==> config.mk <==
export PLATFORM = sky130hd
export DESIGN_NAME = decode_modrm
export DESIGN_NICKNAME = d
export VERILOG_FILES = /design/src/rtl/decode_modrm.sv
export SDC_FILE = /design/constraint.sdc
export NUM_CORES = 1
export LEC_CHECK = 0
export BUFFER_PORTS_ARGS = -buffer_cell sky130_fd_sc_hd__buf_2
export CAP_MARGIN = 20
export CORE_MARGIN = 2
export CORE_UTILIZATION = 39
export DETAILED_ROUTE_END_ITERATION = 16
export PLACE_DENSITY = 0.84
export SYNTH_ARGS = -nofsm -noshare
export SYNTH_HDL_FRONTEND = slang
export SYNTH_SLANG_ARGS = --single-unit
export TNS_END_PERCENT = 100
==> constraint.sdc <==
create_clock -name clk -period 1.38 [get_ports clk]
set_clock_uncertainty 0.15 [all_clocks]
set_input_delay 0.207 -clock clk [delete_from_list [all_inputs] [get_ports clk]]
set_output_delay 0.207 -clock clk [all_outputs]
set_load 0.1 [all_outputs]
==> src/rtl/decode_modrm.sv <==
// ModR/M byte decoder for the front-end decode stage. It produces the default segment,
// the base and index registers, the displacement size and the SIB flag, with one cycle of latency.
module decode_modrm (
    input  logic       clk,
    input  logic       rst_n,
    input  logic [7:0] instruction,
    input  logic       w,
    input  logic [1:0] info_bit_width,
    output logic [2:0] info_segment_reg,
    output logic [4:0] info_base_reg,
    output logic [4:0] info_index_reg,
    output logic [1:0] info_displacement,
    output logic       sib_is_present
);
    localparam logic [2:0] SEG_SS = 3'd2;
    localparam logic [2:0] SEG_DS = 3'd3;
    localparam logic [1:0] DISP_NONE = 2'b00;
    localparam logic [1:0] DISP_8    = 2'b01;
    localparam logic [1:0] DISP_16   = 2'b10;
    localparam logic [1:0] DISP_32   = 2'b11;

    typedef struct packed {
        logic [2:0] seg;
        logic [4:0] base;
        logic [4:0] index;
        logic [1:0] disp;
        logic       sib;
    } dec_t;

    localparam dec_t DEC_RESET = '{seg: SEG_DS, base: 5'd0, index: 5'd0, disp: DISP_NONE, sib: 1'b0};

    // Valid, full-width register code.
    function automatic logic [4:0] gpr(input logic [2:0] r);
        return {2'b10, r};
    endfunction

    logic [1:0] mod_f;
    logic [2:0] rm_f;
    logic       a32;
    dec_t       dec_d, dec_q;

    assign mod_f = instruction[7:6];
    assign rm_f  = instruction[2:0];
    assign a32   = (info_bit_width == 2'b10);

    always_comb begin
        dec_d = DEC_RESET;
        if (mod_f == 2'b11) begin
            dec_d.base = {1'b1, ~w, rm_f};
        end else if (a32) begin
            dec_d.disp = (mod_f == 2'b01) ? DISP_8 : (mod_f == 2'b10) ? DISP_32 : DISP_NONE;
            if (rm_f == 3'd4) begin
                dec_d.sib = 1'b1;
            end else if (rm_f == 3'd5) begin
                // With mod=00, rm=101 means an absolute disp32 with no base register.
                if (mod_f == 2'b00) begin
                    dec_d.disp = DISP_32;
                end else begin
                    dec_d.base = gpr(3'd5);
                    dec_d.seg  = SEG_SS;
                end
            end else begin
                dec_d.base = gpr(rm_f);
            end
        end else begin
            dec_d.disp = (mod_f == 2'b01) ? DISP_8 : (mod_f == 2'b10) ? DISP_16 : DISP_NONE;
            case (rm_f)
                3'd0: begin dec_d.base = gpr(3'd3); dec_d.index = gpr(3'd6); end
                3'd1: begin dec_d.base = gpr(3'd3); dec_d.index = gpr(3'd7); end
                3'd2: begin dec_d.base = gpr(3'd5); dec_d.index = gpr(3'd6); dec_d.seg = SEG_SS; end
                3'd3: begin dec_d.base = gpr(3'd5); dec_d.index = gpr(3'd7); dec_d.seg = SEG_SS; end
                3'd4: dec_d.base = gpr(3'd6);
                3'd5: dec_d.base = gpr(3'd7);
                3'd6: begin
                    // With mod=00, rm=110 means an absolute disp16 in DS.
                    if (mod_f == 2'b00) begin
                        dec_d.disp = DISP_16;
                    end else begin
                        dec_d.base = gpr(3'd5);
                        dec_d.seg  = SEG_SS;
                    end
                end
                default: dec_d.base = gpr(3'd3);
            endcase
        end
    end

    always_ff @(posedge clk) begin
        if (!rst_n) dec_q <= DEC_RESET;
        else        dec_q <= dec_d;
    end

    assign info_segment_reg  = dec_q.seg;
    assign info_base_reg     = dec_q.base;
    assign info_index_reg    = dec_q.index;
    assign info_displacement = dec_q.disp;
    assign sib_is_present    = dec_q.sib;
endmodule

==> results of run 1 <==
-- cell families after synthesis --
| logic type | after synthesis | share of synthesized area (%) |
|---|---|---|
| adder cells (fa/ha/maj) | 5 | 10.2 |
| flip-flops | 11 | 35.8 |
| buffers and inverters | 11 | 11.2 |
| AND/OR/NAND/NOR | 25 | 22.4 |
| AO/OA/AOI/OAI | 16 | 17.9 |
| XOR/XNOR | 1 | 1.42 |
| other | 2 | 1.22 |
-- power groups by stage --
stage | registers [mW] | clock network, mW | logic, mW
2_1_floorplan | 0.477 | 0 | 0.138
3_3_place_gp | 0.354 | 0 | 0.368
3_5_place_dp | 0.355 | 0 | 0.374
4_1_cts | 0.348 | 0.209 | 0.377
5_1_grt | 0.349 | 0.229 | 0.394
6_report | 0.347 | 0.205 | 0.378
-- metrics by stage --
| step | utilization [%] | worst slack [ps] |
|---|---|---|
| after floorplan | - | 21.9 |
| after global placement | 61.3 | -74.0 |
| after detailed placement | 61.3 | -141 |
| after CTS | 63.8 | 31.0 |
| after global routing | 63.8 | 4.14 |
| final | 63.8 | 42.7 |
-- how the worst max path moves through the flow --
stage,cells after the start,from,end
floorplan,5,instruction[6],info_segment_reg[0]
global placement,5,instruction[6],info_displacement[1]
detailed placement,5,instruction[6],info_displacement[1]
CTS,1,info_base_reg[4],info_base_reg[4]
global route,1,info_index_reg[0],info_index_reg[0]
finish,1,info_base_reg[4],info_base_reg[4]
-- placed cells by master (no fill, tap or decap), types with 2 or more instances in the layout --
cell type	count
a21oi_1	3
dfxtp_1	10
buf_2	12
conb_1	3
buf_4	9
nor3_1	3
buf_12	10
inv_1	2
ha_1	5
clkbuf_4	3
nand2_1	7
nor2_1	5
nand2b_1	2
o21ai_0	5
-- final cells by class --
class                      count  share of cell area (%)
clock buffer                   4                    2.77
inverter                       3                    1.19
multi-input combinational     50                    34.8
sequential                    11                    23.6
tap                           16                    2.11
timing repair buffer          32                    35.6
-- per-layer routing --
metal | global-route usage (%) | up-vias
li1 | - | 291
met1 | 16.9 | 265
met2 | 27.4 | 26
met3 | 2.50 | 4
met4 | 10.9 | 0
met5 | 0 | -
==> results.json, run 1 <==
{
  "slew_violations": 0,
  "synth_most_common_cell": "dfxtp_1",
  "antenna_cells": 0,
  "dp.cells": 111,
  "hpwl_um": 1100,
  "place_area_um2": 913,
  "crit_chain": "buf_2",
  "num_rows": 14,
  "start_util_pct": 41.3,
  "synth_top_area_share_pct": 35.8,
  "grt_pass1_vias": 576,
  "start_kind": "flop",
  "synth_area_um2": 616,
  "die_area_um2": 1910,
  "min_period_ps": 1340,
  "area_growth_pct": 54.3,
  "grt_overflow": 0,
  "cp-end-kind": "primary output",
  "outcome": "completed",
  "syn_avg_cell_area_um2": 8.67,
  "p_sw_share_pct": 39.2,
  "wl_met2_um": 707,
  "power_mw": 0.930,
  "critical_path_peak_fanout": 1,
  "cp_slowest_stage_delay_ps": 410,
  "async_reset_ff_share_pct": 0,
  "firstDrtPassIters": 4,
  "drt_iter0_drc": 13,
  "drive_gt1_share_pct": 39.0,
  "grt_pass1_wl_um": 2210,
  "grt_max_degree": 9,
  "rsz0062_at_grt": "false",
  "fin_nets": 119,
  "routed.top_layer": "met4",
  "cts_resized": 0,
  "hold_viol": 0,
  "min_path_cells": 3,
  "fmax_mhz": 748,
  "largest_reg_flops": 5,
  "cts_made_buffers": 3,
  "ys_ff_latch": 11,
  "fin_crit_sh_pct": 96.9,
  "cts_buffer_depth": 2,
  "core_um2": 1490,
  "worstHoldEndpoint": "info_base_reg[3]",
  "yosys.area.top_type": "dfxtp_1",
  "path_buf_inv": 1,
  "drc": 0,
  "path_class": "flop to primary output",
  "postLayoutCellArea_um2": 950,
  "synth-edff-count": 0,
  "ys_warn_count": 0,
  "regArea_um2": 224,
  "cts_setup_buffers": 0,
  "seq_area_frac_synth_pct": 35.8,
  "required_ps": 1020,
  "fillers": 117,
  "synth_area_leaders": "dfxtp_1 36%, ha_1 10%, buf_4 6.1%",
  "seq_power_share_pct": 37.3,
  "p_comb_share_pct": 40.6,
  "p_sw_mw": 0.365,
  "setup_viol": 0,
  "ant_nets": 0,
  "power.density_nw_per_um2": 980,
  "routedWlPerCell_um": 11.4,
  "via_per_inst": 5.05,
  "synth_ff_type": "dfxtp_1",
  "path_clk_slew_ps": 60,
  "holdBufCountCts": 1,
  "fin_cells": 116,
  "routed_wl_um": 1330,
  "cts_htree_levels": 1,
  "synthCells": 71,
  "numClockSinks": 11,
  "yosys-top-cells-count": "11 x dfxtp_1, 7 x nand2_1",
  "peakVddDrop_v": 0.000322,
  "yosysUniqueCellTypes": 32,
  "root_buffer": "clkbuf_4",
  "whs_ps": 85.5,
  "num_vias": 586,
  "fin_setup_tns_ps": 0,
  "fp.dieH_um": 43.7,
  "io_pins": 29,
  "hp-start": "rst_n",
  "worst_path_max_delay_cell": "buf_2",
  "dr_wl_met3_um": 87,
  "multi_input_area_um2": 330,
  "port_buffers": 22,
  "min_path_type": "input port to flop",
  "met1_length_um": 502,
  "die_w_um": 43.7,
  "maxCapViolCount": 0,
  "p_leak_nw": 0.439,
  "antenna_found_initial": 0,
  "cts_tree": "yes",
  "power.internal_mw": 0.566,
  "track_usage_pct": 15.6,
  "cp_top_family": "buffers and inverters",
  "clkPwrFrac_pct": 22.1,
  "place_congestion": 0.953,
  "arrival_ps": 980
}
(Power assumes the default switching activity.)
==> run 2, diff against run 1 <==
--- a/config.mk
+++ b/config.mk
@@ -5,12 +5,14 @@
 export SDC_FILE = /design/constraint.sdc
 export NUM_CORES = 1
 export LEC_CHECK = 0
+export ABC_AREA = 1
 export BUFFER_PORTS_ARGS = -buffer_cell sky130_fd_sc_hd__buf_2
 export CAP_MARGIN = 20
 export CORE_MARGIN = 2
-export CORE_UTILIZATION = 39
+export CORE_UTILIZATION = 40
 export DETAILED_ROUTE_END_ITERATION = 16
-export PLACE_DENSITY = 0.84
+export HOLD_SLACK_MARGIN = 0.05
+export PLACE_DENSITY = 0.85
 export SYNTH_ARGS = -nofsm -noshare
 export SYNTH_HDL_FRONTEND = slang
 export SYNTH_SLANG_ARGS = --single-unit
==> run 2 against run 1 <==
Sequential power about the same. Critical path type unchanged. Largest power group unchanged. Die area decreased by 1.0%. Worst setup slack got worse by 21 ps. Clock power increased by 7%. Via count increased by 6.0%. Largest cell class is now multi-input gates. Sequential share of layout area increased by 1.1 points. Final cell count increased by 7.8%. Maximum frequency decreased by 1.5%. Total power increased by 2.2%.
==> results.json, run 2 <==
{
  "drt_iter0_drc": 25,
  "min_period_ps": 1360,
  "synth_top_area_share_pct": 35.3,
  "busiest_layer": "met2",
  "async_reset_ff_share_pct": 0,
  "routedWlPerCell_um": 10.4,
  "firstDrtPassIters": 4,
  "path_class": "flop to primary output",
  "drive_gt1_share_pct": 33.0,
  "required_ps": 1020,
  "worst_path_max_delay_cell": "buf_2",
  "die_area_um2": 1890,
  "grt_pass1_wl_um": 2210,
  "start_util_pct": 41.9,
  "num_rows": 14,
  "use_met1_pct": 15.2,
  "path_clk_slew_ps": 70,
  "drc": 0,
  "cts_made_buffers": 3,
  "fmax_mhz": 736,
  "critical_path_peak_fanout": 1,
  "antenna_cells": 0,
  "die_w_um": 43.5,
  "port_buffers": 22,
  "synthCells": 85,
  "yosys.area.top_type": "dfxtp_1",
  "power.density_nw_per_um2": 1050,
  "root_buffer": "clkbuf_4",
  "path_buf_inv": 1,
  "io_pins": 29,
  "largest_reg_flops": 5,
  "crit_chain": "buf_2",
  "start_kind": "flop",
  "setup_viol": 0,
  "numClockSinks": 11,
  "synth_most_common_cell": "nand2_1",
  "routed_wl_um": 1300,
  "dp.cells": 120,
  "cp-end-kind": "primary output",
  "yosysUniqueCellTypes": 21,
  "grt_pass1_vias": 564,
  "hpwl_um": 1070,
  "outcome": "completed",
  "place_congestion": 0.887,
  "via_per_inst": 4.97,
  "use_met3_pct": 2.50,
  "met2_usage_pct": 30.4,
  "rsz0062_at_grt": "false",
  "slew_violations": 0,
  "power_mw": 0.951,
  "fin_crit_sh_pct": 98.4,
  "antenna_found_initial": 0,
  "area_growth_pct": 45.1,
  "ys_ff_latch": 11,
  "syn_avg_cell_area_um2": 7.35,
  "synth_area_um2": 624,
  "peakVddDrop_v": 0.000364,
  "cp_slowest_stage_delay_ps": 410,
  "cts_buffer_depth": 2,
  "min_path_type": "input port to flop",
  "grt_overflow": 0,
  "track_usage_pct": 16.2,
  "synth_ff_type": "dfxtp_1",
  "maxCapViolCount": 0,
  "fin_util_pct": 60.8,
  "ant_nets": 0,
  "cts_tree": "yes",
  "fin_cells": 125,
  "fin_nets": 128,
  "yosys-top-cells-count": "15 x nand2_1, 11 x dfxtp_1, 10 x inv_1, 9 x nor2_1, 8 x nand3_1",
  "cts_htree_levels": 1,
  "grt_max_degree": 11,
  "core_um2": 1490,
  "synth_area_leaders": "dfxtp_1 35%, ha_1 10%, nand2_1 9.0%",
  "cp_top_family": "buffers and inverters",
  "fp.dieH_um": 43.5,
  "hold_viol": 0,
  "arrival_ps": 1000,
  "synth-edff-count": 0,
  "p_leak_nw": 0.476,
  "final_cell_mix": "15 x nand2_1, 11 x buf_2, 10 x inv_1, 10 x dfxtp_1",
  "num_vias": 621,
  "seq_area_frac_synth_pct": 35.3,
  "layout_commonest_cell": "nand2_1",
  "postLayoutCellArea_um2": 906,
  "ys_warn_count": 0,
  "place_area_um2": 863
}
-- run 2: cell types whose count changed in the layout (fill, tap and decap cells not counted), moves of 3 or more --
cell	delta
buf_4	-7
inv_1	+8
nand2_1	+8
nand3_1	+7
nand4_1	+3
nor2_1	+4
o21ai_0	-3
-- run 2: final timing paths --
path / slack [ps] / depth (start not counted) / end / startpoint
worst max-delay path: 20 / 1 / info_base_reg[2] / info_base_reg[2]
worst min-delay path: 70 / 3 / info_base_reg[4] / rst_n
-- run 2: routing by layer --
layer | share of wire (%) | vias up
met4 | 3.9 | 0
li1 | - | 311
met2 | 51 | 42
met1 | 37 | 261
met5 | 0 | -
met3 | 8.1 | 7
-- run 2: power by group --
group,switching (mW),internal [mW],total (mW)
Combinational,0.275,0.106,0.381
Clock,0.112,0.108,0.219
Sequential,0.0135,0.336,0.350
Total,0.401,0.550,0.951
-- run 2: kinds of logic (layout without fill, tap and decap cells) --
kind of cell,after synthesis,in the layout,share of synthesized area [%]
flops,11,11,35.3
compound gates,6,6,5.81
fa+ha+maj,5,5,10.0
xor+xnor,1,1,1.40
buf+inv,19,42,15.6
simple gates,41,41,30.7
other cells,2,3,1.20
-- run 2: layout make-up --
type / instances / area, um^2
clock buffers: 3 / 22.5
clock inverters: 1 / 5.00
fillers: 118 / 583
inverters: 13 / 48.8
multi-input cells: 56 / 310
flip-flops and latches: 11 / 224
well taps: 16 / 20.0
repair buffers: 25 / 275
-- run 2: repair_timing --
item,4_1_cts,5_1_grt
setup endpoints to repair,0,2
endpoints found under the hold margin,1,0
buffers inserted,0,0
hold buffers,1,0
gates resized for setup,0,2
-- run 2: per-stage QoR --
stage	TNS (ps)	setup WS, ps	hold WS [ps]
6_report	0	22.0	72.0
5_1_grt	0	0.204	85.8
4_1_cts	0	21.2	64.9
3_5_place_dp	-23.9	-18.7	222
3_3_place_gp	0	39.4	219
2_1_floorplan	0	114	129
